[src/rtl/memory_arbiter_if.sv]
// Cache-side and RAM-side signals of the shared memory arbiter.
// slave: the arbiter itself; master: the caches plus RAM model that drive it.
interface memory_arbiter_if #(
  parameter int unsigned CPUS = 2
);
  logic [CPUS-1:0]        iREN;
  logic [CPUS-1:0]        dREN;
  logic [CPUS-1:0]        dWEN;
  logic [CPUS-1:0][31:0]  iaddr;
  logic [CPUS-1:0][31:0]  daddr;
  logic [CPUS-1:0][31:0]  dstore;
  logic [CPUS-1:0]        iwait;
  logic [CPUS-1:0]        dwait;
  logic [CPUS-1:0][31:0]  iload;
  logic [CPUS-1:0][31:0]  dload;
  logic                   ramREN;
  logic                   ramWEN;
  logic [31:0]            ramaddr;
  logic [31:0]            ramstore;
  logic [31:0]            ramload;
  logic [1:0]             ramstate;

  modport slave (
    input  iREN, dREN, dWEN, iaddr, daddr, dstore, ramload, ramstate,
    output iwait, dwait, iload, dload, ramREN, ramWEN, ramaddr, ramstore
  );

  modport master (
    output iREN, dREN, dWEN, iaddr, daddr, dstore, ramload, ramstate,
    input  iwait, dwait, iload, dload, ramREN, ramWEN, ramaddr, ramstore
  );
endinterface

[src/rtl/memory_arbiter.sv]
// Arbitrates the single RAM port among per-CPU icache/dcache requesters.
// Define MEMARB_RR_EN for round-robin within a class; otherwise fixed lowest-index priority.
module memory_arbiter #(
  parameter int unsigned CPUS    = 2,
  parameter int unsigned TIMEOUT = 255
) (
  input  logic              CLK,
  input  logic              nRST,
  memory_arbiter_if.slave   bus,
  output logic              timeout_err
);

  localparam int unsigned CW = (CPUS > 1) ? $clog2(CPUS) : 1;

  typedef enum logic {IDLE, BUSY} state_t;
  typedef enum logic [1:0] {
    RAM_FREE   = 2'd0,
    RAM_BUSY   = 2'd1,
    RAM_ACCESS = 2'd2,
    RAM_ERROR  = 2'd3
  } ramstate_t;

  state_t          r_state;
  state_t          w_next_state;
  logic [CW-1:0]   r_grant_cpu;
  logic            r_grant_is_d;
  logic            r_grant_valid;
  logic [7:0]      r_cnt;
  logic            r_timeout_err;

  logic [CPUS-1:0] w_dreq;
  logic [CPUS-1:0] w_cand;
  logic            w_any_d;
  logic [CW-1:0]   w_start;
  logic [CW-1:0]   w_pick;
  logic            w_found;
  logic            w_busy;
  logic            w_access;
  logic            w_g_req;
  logic            w_withdraw;
  logic            w_tmo;

  assign w_dreq  = bus.dREN | bus.dWEN;
  assign w_any_d = |w_dreq;
  assign w_cand  = w_any_d ? w_dreq : bus.iREN;

`ifdef MEMARB_RR_EN
  logic [CW-1:0] r_rr;
  logic [CW-1:0] w_rr_next;

  assign w_rr_next = (32'(r_grant_cpu) == CPUS - 1) ? '0 : r_grant_cpu + CW'(1);
  assign w_start   = r_rr;

  always_ff @(posedge CLK or negedge nRST) begin
    if (!nRST) begin
      r_rr <= '0;
    end else if (w_access || w_tmo) begin
      r_rr <= w_rr_next;
    end
  end
`else
  assign w_start = '0;
`endif

  // Circular search: first pass covers start..CPUS-1, second pass wraps to 0..start-1.
  always_comb begin
    w_found = 1'b0;
    w_pick  = '0;
    for (int unsigned k = 0; k < CPUS; k++) begin
      if (!w_found && w_cand[k] && (k >= 32'(w_start))) begin
        w_found = 1'b1;
        w_pick  = CW'(k);
      end
    end
    for (int unsigned k = 0; k < CPUS; k++) begin
      if (!w_found && w_cand[k]) begin
        w_found = 1'b1;
        w_pick  = CW'(k);
      end
    end
  end

  assign w_busy     = (r_state == BUSY) && r_grant_valid;
  assign w_access   = w_busy && (ramstate_t'(bus.ramstate) == RAM_ACCESS);
  assign w_g_req    = r_grant_is_d ? w_dreq[r_grant_cpu] : bus.iREN[r_grant_cpu];
  assign w_withdraw = w_busy && !w_access && !w_g_req;
  // r_cnt holds cycles already waited; abort on the edge where it would reach TIMEOUT.
  assign w_tmo      = w_busy && !w_access && w_g_req && (r_cnt == 8'(TIMEOUT - 1));

  always_ff @(posedge CLK or negedge nRST) begin
    if (!nRST) begin
      r_state       <= IDLE;
      r_grant_cpu   <= '0;
      r_grant_is_d  <= 1'b0;
      r_grant_valid <= 1'b0;
      r_cnt         <= '0;
      r_timeout_err <= 1'b0;
    end else begin
      r_state <= w_next_state;
      if (r_state == IDLE) begin
        if (w_found) begin
          r_grant_cpu   <= w_pick;
          r_grant_is_d  <= w_any_d;
          r_grant_valid <= 1'b1;
          r_cnt         <= '0;
        end
      end else if (w_next_state == IDLE) begin
        r_grant_valid <= 1'b0;
      end else begin
        r_cnt <= r_cnt + 8'd1;
      end
      if (w_tmo) begin
        r_timeout_err <= 1'b1;
      end
    end
  end

  always_comb begin
    w_next_state = r_state;
    case (r_state)
      IDLE:    if (w_found) w_next_state = BUSY;
      BUSY:    if (w_access || w_withdraw || w_tmo || !r_grant_valid) w_next_state = IDLE;
      default: w_next_state = IDLE;
    endcase
  end

  always_comb begin
    bus.iwait    = '1;
    bus.dwait    = '1;
    bus.ramREN   = 1'b0;
    bus.ramWEN   = 1'b0;
    bus.ramaddr  = '0;
    bus.ramstore = '0;
    if (w_busy) begin
      if (r_grant_is_d) begin
        bus.ramWEN   = bus.dWEN[r_grant_cpu];
        bus.ramREN   = bus.dREN[r_grant_cpu] & ~bus.dWEN[r_grant_cpu];
        bus.ramaddr  = bus.daddr[r_grant_cpu];
        bus.ramstore = bus.dstore[r_grant_cpu];
        if (w_access) bus.dwait[r_grant_cpu] = 1'b0;
      end else begin
        bus.ramREN   = bus.iREN[r_grant_cpu];
        bus.ramaddr  = bus.iaddr[r_grant_cpu];
        if (w_access) bus.iwait[r_grant_cpu] = 1'b0;
      end
    end
  end

  assign bus.iload   = {CPUS{bus.ramload}};
  assign bus.dload   = {CPUS{bus.ramload}};
  assign timeout_err = r_timeout_err;

endmodule

[src/flat_wrapper.sv]
// flat-port wrapper written by rule: the top's interface ports become plain ports
module memory_arbiter_flat 
#(
  parameter int unsigned CPUS    = 2,
  parameter int unsigned TIMEOUT = 255
)
  (CLK, nRST, timeout_err, bus_iREN, bus_dREN, bus_dWEN, bus_iaddr, bus_daddr, bus_dstore, bus_ramload, bus_ramstate, bus_iwait, bus_dwait, bus_iload, bus_dload, bus_ramREN, bus_ramWEN, bus_ramaddr, bus_ramstore);
  memory_arbiter_if #(.CPUS(CPUS)) bus_i ();
  input  logic CLK;
  input  logic nRST;
  output logic timeout_err;
  input wire logic [$bits(bus_i.iREN)-1:0] bus_iREN;
  input wire logic [$bits(bus_i.dREN)-1:0] bus_dREN;
  input wire logic [$bits(bus_i.dWEN)-1:0] bus_dWEN;
  input wire logic [$bits(bus_i.iaddr)-1:0] bus_iaddr;
  input wire logic [$bits(bus_i.daddr)-1:0] bus_daddr;
  input wire logic [$bits(bus_i.dstore)-1:0] bus_dstore;
  input wire logic [$bits(bus_i.ramload)-1:0] bus_ramload;
  input wire logic [$bits(bus_i.ramstate)-1:0] bus_ramstate;
  output wire logic [$bits(bus_i.iwait)-1:0] bus_iwait;
  output wire logic [$bits(bus_i.dwait)-1:0] bus_dwait;
  output wire logic [$bits(bus_i.iload)-1:0] bus_iload;
  output wire logic [$bits(bus_i.dload)-1:0] bus_dload;
  output wire logic [$bits(bus_i.ramREN)-1:0] bus_ramREN;
  output wire logic [$bits(bus_i.ramWEN)-1:0] bus_ramWEN;
  output wire logic [$bits(bus_i.ramaddr)-1:0] bus_ramaddr;
  output wire logic [$bits(bus_i.ramstore)-1:0] bus_ramstore;
  assign bus_i.iREN = bus_iREN;
  assign bus_i.dREN = bus_dREN;
  assign bus_i.dWEN = bus_dWEN;
  assign bus_i.iaddr = bus_iaddr;
  assign bus_i.daddr = bus_daddr;
  assign bus_i.dstore = bus_dstore;
  assign bus_i.ramload = bus_ramload;
  assign bus_i.ramstate = bus_ramstate;
  assign bus_iwait = bus_i.iwait;
  assign bus_dwait = bus_i.dwait;
  assign bus_iload = bus_i.iload;
  assign bus_dload = bus_i.dload;
  assign bus_ramREN = bus_i.ramREN;
  assign bus_ramWEN = bus_i.ramWEN;
  assign bus_ramaddr = bus_i.ramaddr;
  assign bus_ramstore = bus_i.ramstore;
  memory_arbiter #(.CPUS(CPUS), .TIMEOUT(TIMEOUT)) u_core (.CLK(CLK), .nRST(nRST), .bus(bus_i), .timeout_err(timeout_err));
endmodule
[config.mk]
export PLATFORM = sky130hd
export DESIGN_NAME = memory_arbiter_flat
export DESIGN_NICKNAME = d
export VERILOG_FILES = /design/src/rtl/memory_arbiter_if.sv /design/src/rtl/memory_arbiter.sv /design/src/flat_wrapper.sv
export SDC_FILE = /design/constraint.sdc
export NUM_CORES = 1
export LEC_CHECK = 0
export ABC_AREA = 1
export BUFFER_PORTS_ARGS = -buffer_cell sky130_fd_sc_hd__buf_2
export CELL_PAD_IN_SITES_DETAIL_PLACEMENT = 1
export CELL_PAD_IN_SITES_GLOBAL_PLACEMENT = 1
export CORE_AREA = 2 2 167 169
export CTS_CLUSTER_SIZE = 30
export DETAILED_ROUTE_END_ITERATION = 10
export DIE_AREA = 0 0 169 171
export PLACE_DENSITY_LB_ADDON = 0.1
export SLEW_MARGIN = 10
export SYNTH_ARGS = -nofsm -noshare
export SYNTH_HDL_FRONTEND = slang
export SYNTH_SLANG_ARGS = --single-unit
export TNS_END_PERCENT = 100
[constraint.sdc]
create_clock -name CLK -period 1.6 [get_ports CLK]
set_input_delay 0.16 -clock CLK [delete_from_list [all_inputs] [get_ports CLK]]
set_output_delay 0.16 -clock CLK [all_outputs]
set_load 0.01 [all_outputs]
==> flow_summary.ini, run 1 <==
[sta]
layout_min_cycle_time_ns = 1.77
post-route-period-util_pct = 111
rsz0062_at_grt = true
hold_viol = 0
max_freq_mhz = 564
worst_pin_slew_ns = 0.337
relSlewSlack_pct = 77.6
drv_slew = 0
setup_violations = 62
fin_skew_ns = 0.00300
tns_ns = -7.15
fin_ws_ns = -0.172

[clock_tree]
numCtsBuffers = 3
h-tree-depth = 1
clock-sinks = 13
clock_latency_ns = 0.24
clockBufferDepth = 2
clk_pin_slew_ns = 0.04
cts_tree = yes
cts-root-buf = clkbuf_16

[power]
seq_power_share_pct = 7.7
power_frac_clock_pct = 7.2
power_frac_comb_pct = 85.1
leakagePower_nw = 2.42
p_int_mw = 3.00
power_density_nw_per_um2 = 1370
ir_worst_vdd_mv = 0.466
swShare_pct = 53.9
power.net_switching_mw = 3.51

[setup_path]
slowest_stage = dfrtp_4
path_class = reg2out
path_max_fanout = 11
max_stage_delay_ns = 0.49
setup.worst_path.end_class = output pin
crit_buf_inv = 3
r2r-start = u_core.r_grant_cpu
path_cells = buf_12, buf_12, nor2_1, nor2_1, o21ai_1, a21oi_1, buf_2
critPathLaunchType = register
reg2reg_to = u_core.r_cnt[1]
worst_ep_required_time_ns = 1.44
crit_arrival_ns = 1.61
cpLargestDelayFamily = flip-flops
reg2reg_slack_ns = 0.08
r2r_cells = 8

[logic_synthesis]
synth.avg_cell_area_sq_um = 5.56
ys_seq_area_share_pct = 9.69
synthTopCellsByArea = buf_4 29%, nor2_1 16%, nand2_1 11%
synth-xor-area-share_pct = 1.04
syn_area_sq_um = 3360
synth_simple_gate_area_share_pct = 32.8
yosys.area.top_type_share_pct = 29.1
synth_area_leader_cell = buf_4
ys_warn_count = 0
netlist_instances = 604
synth_compound_area_share_pct = 20.2
synth_mux_area_share_pct = 0.298
synth_nets = 840
synthAdderAreaFrac_pct = 0.745
yosysUniqueCellTypes = 25
synth-seq-cells = 13
synth_top_family_by_area = buffers and inverters

[route]
route.detailed.drc = 0
drt_iter0_markers = 110
finalWirelength_mm = 17.6
wl_per_cell_um = 16.1
routed-via-count = 4281
via_per_inst = 3.92
dr.pass1.iters = 4
drtAntennaViolNets = 0

[floorplanning]
ios = 433
die-width_um = 169
die_area_sq_um = 28900
initial_core_util_pct = 12.3
rows = 61
coreArea_sq_um = 27300
dieHeight_um = 171

[worst_hold_path]
min_path_type = in2reg
hold_end = u_core.r_grant_is_d
hold_path_depth = 3
min_from = bus_dREN[1]

[cells_and_area]
fill_cells = 3499
fin_util_pct = 17.4
nNetsFinal = 983
seq_area_sq_um = 330
syn2layout_area_growth_pct = 41.2
layout-drive-gt1-share_pct = 47.5
n_antenna_cell = 0
multi_input_area_sq_um = 2020

[run]
drv_cap = 0

[place]
dp_hpwl_mm = 14.0
place_congestion = 0.741
port_buffers = 272

[status]
outcome = finished with violations
violations = negative setup slack

[grt]
antenna_found_initial = 1
grt_pass1_wl_mm = 25.5
gr-total-overflow = 0
track_usage_pct = 11.2
grt_pass1_vias = 4508
grt_max_degree = 36
what timing repair did:
action,4_1_cts,5_1_grt
setup buffers,2,2
pin swaps,6,8
setup endpoints to repair,67,78
hold endpoints to repair,13,0
hold buffers,1,0
cloned,4,1
gates resized for setup,43,18
cells in the final DEF, fill, tap and decap left out, types with 2 or more instances in the layout:
cell type / instances
buf_12: 9
nand3_2: 2
nor2_2: 22
buf_4: 12
dfrtp_1: 11
inv_1: 9
ha_1: 2
o21ai_0: 2
nand3_1: 15
a21oi_2: 5
nand3b_1: 2
nand2_1: 98
buf_6: 3
inv_2: 2
nor3_1: 4
nand4_1: 4
a21oi_1: 62
buf_2: 270
xor2_1: 4
nor2_1: 110
o21ai_1: 65
clkbuf_16: 3
nor2_4: 10
nand2_2: 3
buf_16: 4
cells in the mapped netlist:
cell type  count
a21oi_1       67
a31o_1         1
buf_2         16
buf_4        130
buf_6          1
clkbuf_1      17
dfrtp_1       13
ha_1           2
inv_1         11
inv_2          2
mux2i_1        1
nand2_1      100
nand2_2        1
nand2_4        1
nand3_1       17
nand3b_1       2
nand4_1        4
nand4_4        1
nor2_1       140
nor2_2         1
nor2_4         1
nor3_1         4
o21ai_0        2
o21ai_1       65
xor2_1         4
layout make-up:
cell class / count / area share (%)
clock buffers: 4 / 1.66
multi-input cells: 415 / 42.6
well taps: 346 / 9.13
inverters: 13 / 1.13
repair buffers: 301 / 38.5
flip-flops and latches: 13 / 6.97
stage by stage:
stage / setup WS [ns] / hold slack, ns / std cells / area [sq um] / power [mW]
after floorplan: 0.258 / -0.136 / 604 / 3360 / 3.58
after global placement: -0.0454 / 0.0900 / 1078 / 4280 / 5.46
after detailed placement: -0.0484 / 0.0894 / 1078 / 4280 / 5.50
after CTS: -0.196 / 0.263 / 1089 / 4660 / 6.58
after global routing: -0.291 / 0.279 / 1092 / 4740 / 7.18
final: -0.172 / 0.264 / 1092 / 4740 / 6.51
metal layers:
layer | global-route usage (%) | share of wire (%) | up-vias
met1 | 13.9 | 42 | 1983
met3 | 1.97 | 6.3 | 29
met5 | 0 | 0.074 | -
met4 | 1.86 | 0.98 | 2
met2 | 20.6 | 50 | 163
li1 | - | - | 2104
sequential cells by signal (all words and copies together), names as in the netlist:
register and cells:
u_core.r_cnt 8, u_core.r_grant_valid 1, u_core.r_grant_cpu 1, u_core.r_state 1, u_core.r_grant_is_d 1, u_core.timeout_err 1
worst min-delay path, stage by stage:
cell and delay [ns]:
buf_2 0.10, nor3_1 0.07, o21ai_1 0.13
power by group through the flow:
stage / clock [mW] / sequential, mW / combinational [mW]
floorplan: 0 / 0.454 / 3.12
global placement: 0 / 0.484 / 4.98
detailed placement: 0 / 0.489 / 5.01
CTS: 0.487 / 0.501 / 5.59
global route: 0.506 / 0.519 / 6.16
finish: 0.471 / 0.502 / 5.54
kinds of logic (layout without fill, tap and decap cells):
group / count (synthesis) / in the layout
mux: 1 / 1
xor+xnor: 4 / 4
simple gates: 272 / 273
flops: 13 / 13
compound gates: 135 / 135
fa+ha+maj: 2 / 2
buf+inv: 177 / 318
worst max path at each step:
stage               depth (start not counted)  slack [ns]              end                from
global route                                7       -0.29  bus_ramaddr[13]  u_core.r_grant_cpu
detailed placement                          5       -0.05  bus_ramaddr[30]  u_core.r_grant_cpu
floorplan                                   8        0.26  u_core.r_cnt[7]     u_core.r_cnt[0]
global placement                            5       -0.05  bus_ramaddr[29]  u_core.r_grant_cpu
finish                                      7       -0.17   bus_ramaddr[1]  u_core.r_grant_cpu
CTS                                         5       -0.20   bus_ramaddr[1]  u_core.r_grant_cpu
Power figures use the tool's default switching activity.
==> inputs of run 2 (changes only) <==
==> constraint.sdc (replaced) <==
create_clock -name CLK -period 1.6 [get_ports CLK]
set_input_delay 0.32 -clock CLK [delete_from_list [all_inputs] [get_ports CLK]]
set_output_delay 0.32 -clock CLK [all_outputs]
set_load 0.01 [all_outputs]
==> run 2 against run 1 <==
Clock skew up 0.0051 ns; the run still ends with negative setup slack left; highest routed layer is now met4; worst hold slack better by 0.16 ns; fmax down 7.4%; via count up 3.1%; final area up 13%; clock power up 3%; worst setup slack worse by 0.14 ns; register-to-register slack worse by 0.22 ns; flip-flop and latch count unchanged; global-route usage up 0.32 points; largest power group unchanged.
==> flow_summary.ini, run 2 (synthesis results as in run 1) <==
[sta]
drv_slew = 0
setup_violations = 78
rsz0062_at_grt = true
tns_ns = -17.54
fin_skew_ns = 0.00811
layout_min_cycle_time_ns = 1.91
hold_ws_ns = 0.423
fin_ws_ns = -0.314
max_freq_mhz = 522
worst_pin_slew_ns = 0.394
relSlewSlack_pct = 73.6
hold_viol = 0
post-route-period-util_pct = 120

[run]
drv_cap = 0

[power]
power_frac_comb_pct = 87.1
seq_power_share_pct = 6.5
p_int_mw = 3.63
swShare_pct = 52.9
leakagePower_nw = 2.67
power.net_switching_mw = 4.08
power_mw = 7.71
power_frac_clock_pct = 6.3
power_density_nw_per_um2 = 1440
ir_worst_vdd_mv = 0.335

[floorplanning]
rows = 61
die-width_um = 169
dieHeight_um = 171
ios = 433
die_area_sq_um = 28900
coreArea_sq_um = 27300
initial_core_util_pct = 12.3

[cells_and_area]
final_common_cell = buf_2
regMostFlops = u_core.r_cnt
layout_common_cells = 269 x buf_2, 103 x nor2_1, 89 x nand2_1, 60 x o21ai_1, 49 x a21oi_1
fin_util_pct = 19.6
final_cell_area_sq_um = 5350
finalNonFillerCells = 1119
fill_cells = 3436
nNetsFinal = 1009
syn2layout_area_growth_pct = 59.3
layout-drive-gt1-share_pct = 54.0
largest_reg_flops = 8

[route]
finalWirelength_mm = 20.0
route.detailed.drc = 0
dr.pass1.iters = 4
drtAntennaViolNets = 0
drt_iter0_markers = 105
via_per_inst = 3.94
wl_per_cell_um = 17.9
routed-via-count = 4414

[clock_tree]
clk_pin_slew_ns = 0.04
clock-sinks = 13
clockBufferDepth = 2
h-tree-depth = 1
clock_latency_ns = 0.25
cts-root-buf = clkbuf_16
numCtsBuffers = 3
cts_tree = yes

[setup_path]
max_stage_delay_ns = 0.51
path_cells = buf_12, clkinv_16, buf_12, o21ai_1, a21oi_1, buf_2
crit_arrival_ns = 1.59
setup.worst_path.end_class = output pin
path_class = reg2out
worst_ep_required_time_ns = 1.28
reg2reg_slack_ns = -0.14
worst_path_most_repeated_cell = buf_12
critPathLaunchType = register
path_max_fanout = 18
worstSetupStartpoint = u_core.r_grant_cpu
slowest_stage = dfrtp_4
r2r-start = u_core.r_grant_cpu

[place]
place_congestion = 0.784
dp_hpwl_mm = 14.6
place_ws_ns = -0.0980
port_buffers = 272
place_area_sq_um = 4310
dp.cells = 1086

[status]
outcome = finished with violations
violations = negative setup slack

[grt]
track_usage_pct = 11.6
antenna_found_initial = 3
gr-total-overflow = 0
grt_pass1_wl_mm = 25.9
grt_max_degree = 53
grt_pass1_vias = 4356

[worst_hold_path]
min_from = bus_dREN[1]
min_path_type = in2reg
[run 2: power groups by stage]
stage / Sequential, mW / Combinational [mW] / Clock, mW
2_1_floorplan: 0.454 / 3.12 / 0
4_1_cts: 0.516 / 5.38 / 0.495
3_3_place_gp: 0.505 / 4.95 / 0
6_report: 0.505 / 6.72 / 0.486
3_5_place_dp: 0.506 / 5.03 / 0
5_1_grt: 0.519 / 7.37 / 0.520
[run 2: worst paths after layout]
kind                            cells after the start                   to
min in group asynchronous                           2   u_core.timeout_err
worst min-delay path                                3  u_core.r_grant_is_d
worst max-delay path                                6       bus_ramaddr[4]
max in group asynchronous                           2   u_core.r_grant_cpu
worst max register to register                     11      u_core.r_cnt[7]
worst min register to register                      1   u_core.timeout_err
[run 2: layout make-up]
type | instances | area (sq um) | area share (%)
Antenna cell | 1 | 2.50 | 0.0468
Clock buffer | 3 | 75.1 | 1.40
Clock inverter | 1 | 5.00 | 0.0936
Inverter | 13 | 76.3 | 1.43
Multi-Input combinational cell | 415 | 2210 | 41.3
Sequential cell | 13 | 330 | 6.18
Tap cell | 346 | 433 | 8.10
Timing Repair Buffer | 326 | 2200 | 41.2
Timing Repair inverter | 1 | 11.3 | 0.211
[run 2: what timing repair did]
item	in CTS	in global routing
resized for setup	21	114
endpoints found under the setup margin	79	79
setup buffers	1	11
cloned	3	12
pin swaps	1	34
hold buffers	1	0
endpoints found under the hold margin	8	0
[run 2: critical path, delay by kind of cell (launching register included)]
| kind | cells | cell delay (ns) |
|---|---|---|
| buf+inv | 4 | 0.55 |
| flops | 1 | 0.51 |
| compound gates | 2 | 0.28 |
[run 2: metal layers]
layer  part of all wire (%)  GRT usage (%)  wire length [um]  vias to the layer above
met4                   0.95           1.78               190                        0
met2                     51           21.1             10300                      152
met3                    5.3           2.01              1070                       31
met5                      0              0                 0                        -
li1                       -              -                 -                     2162
met1                     42           14.4              8480                     2069
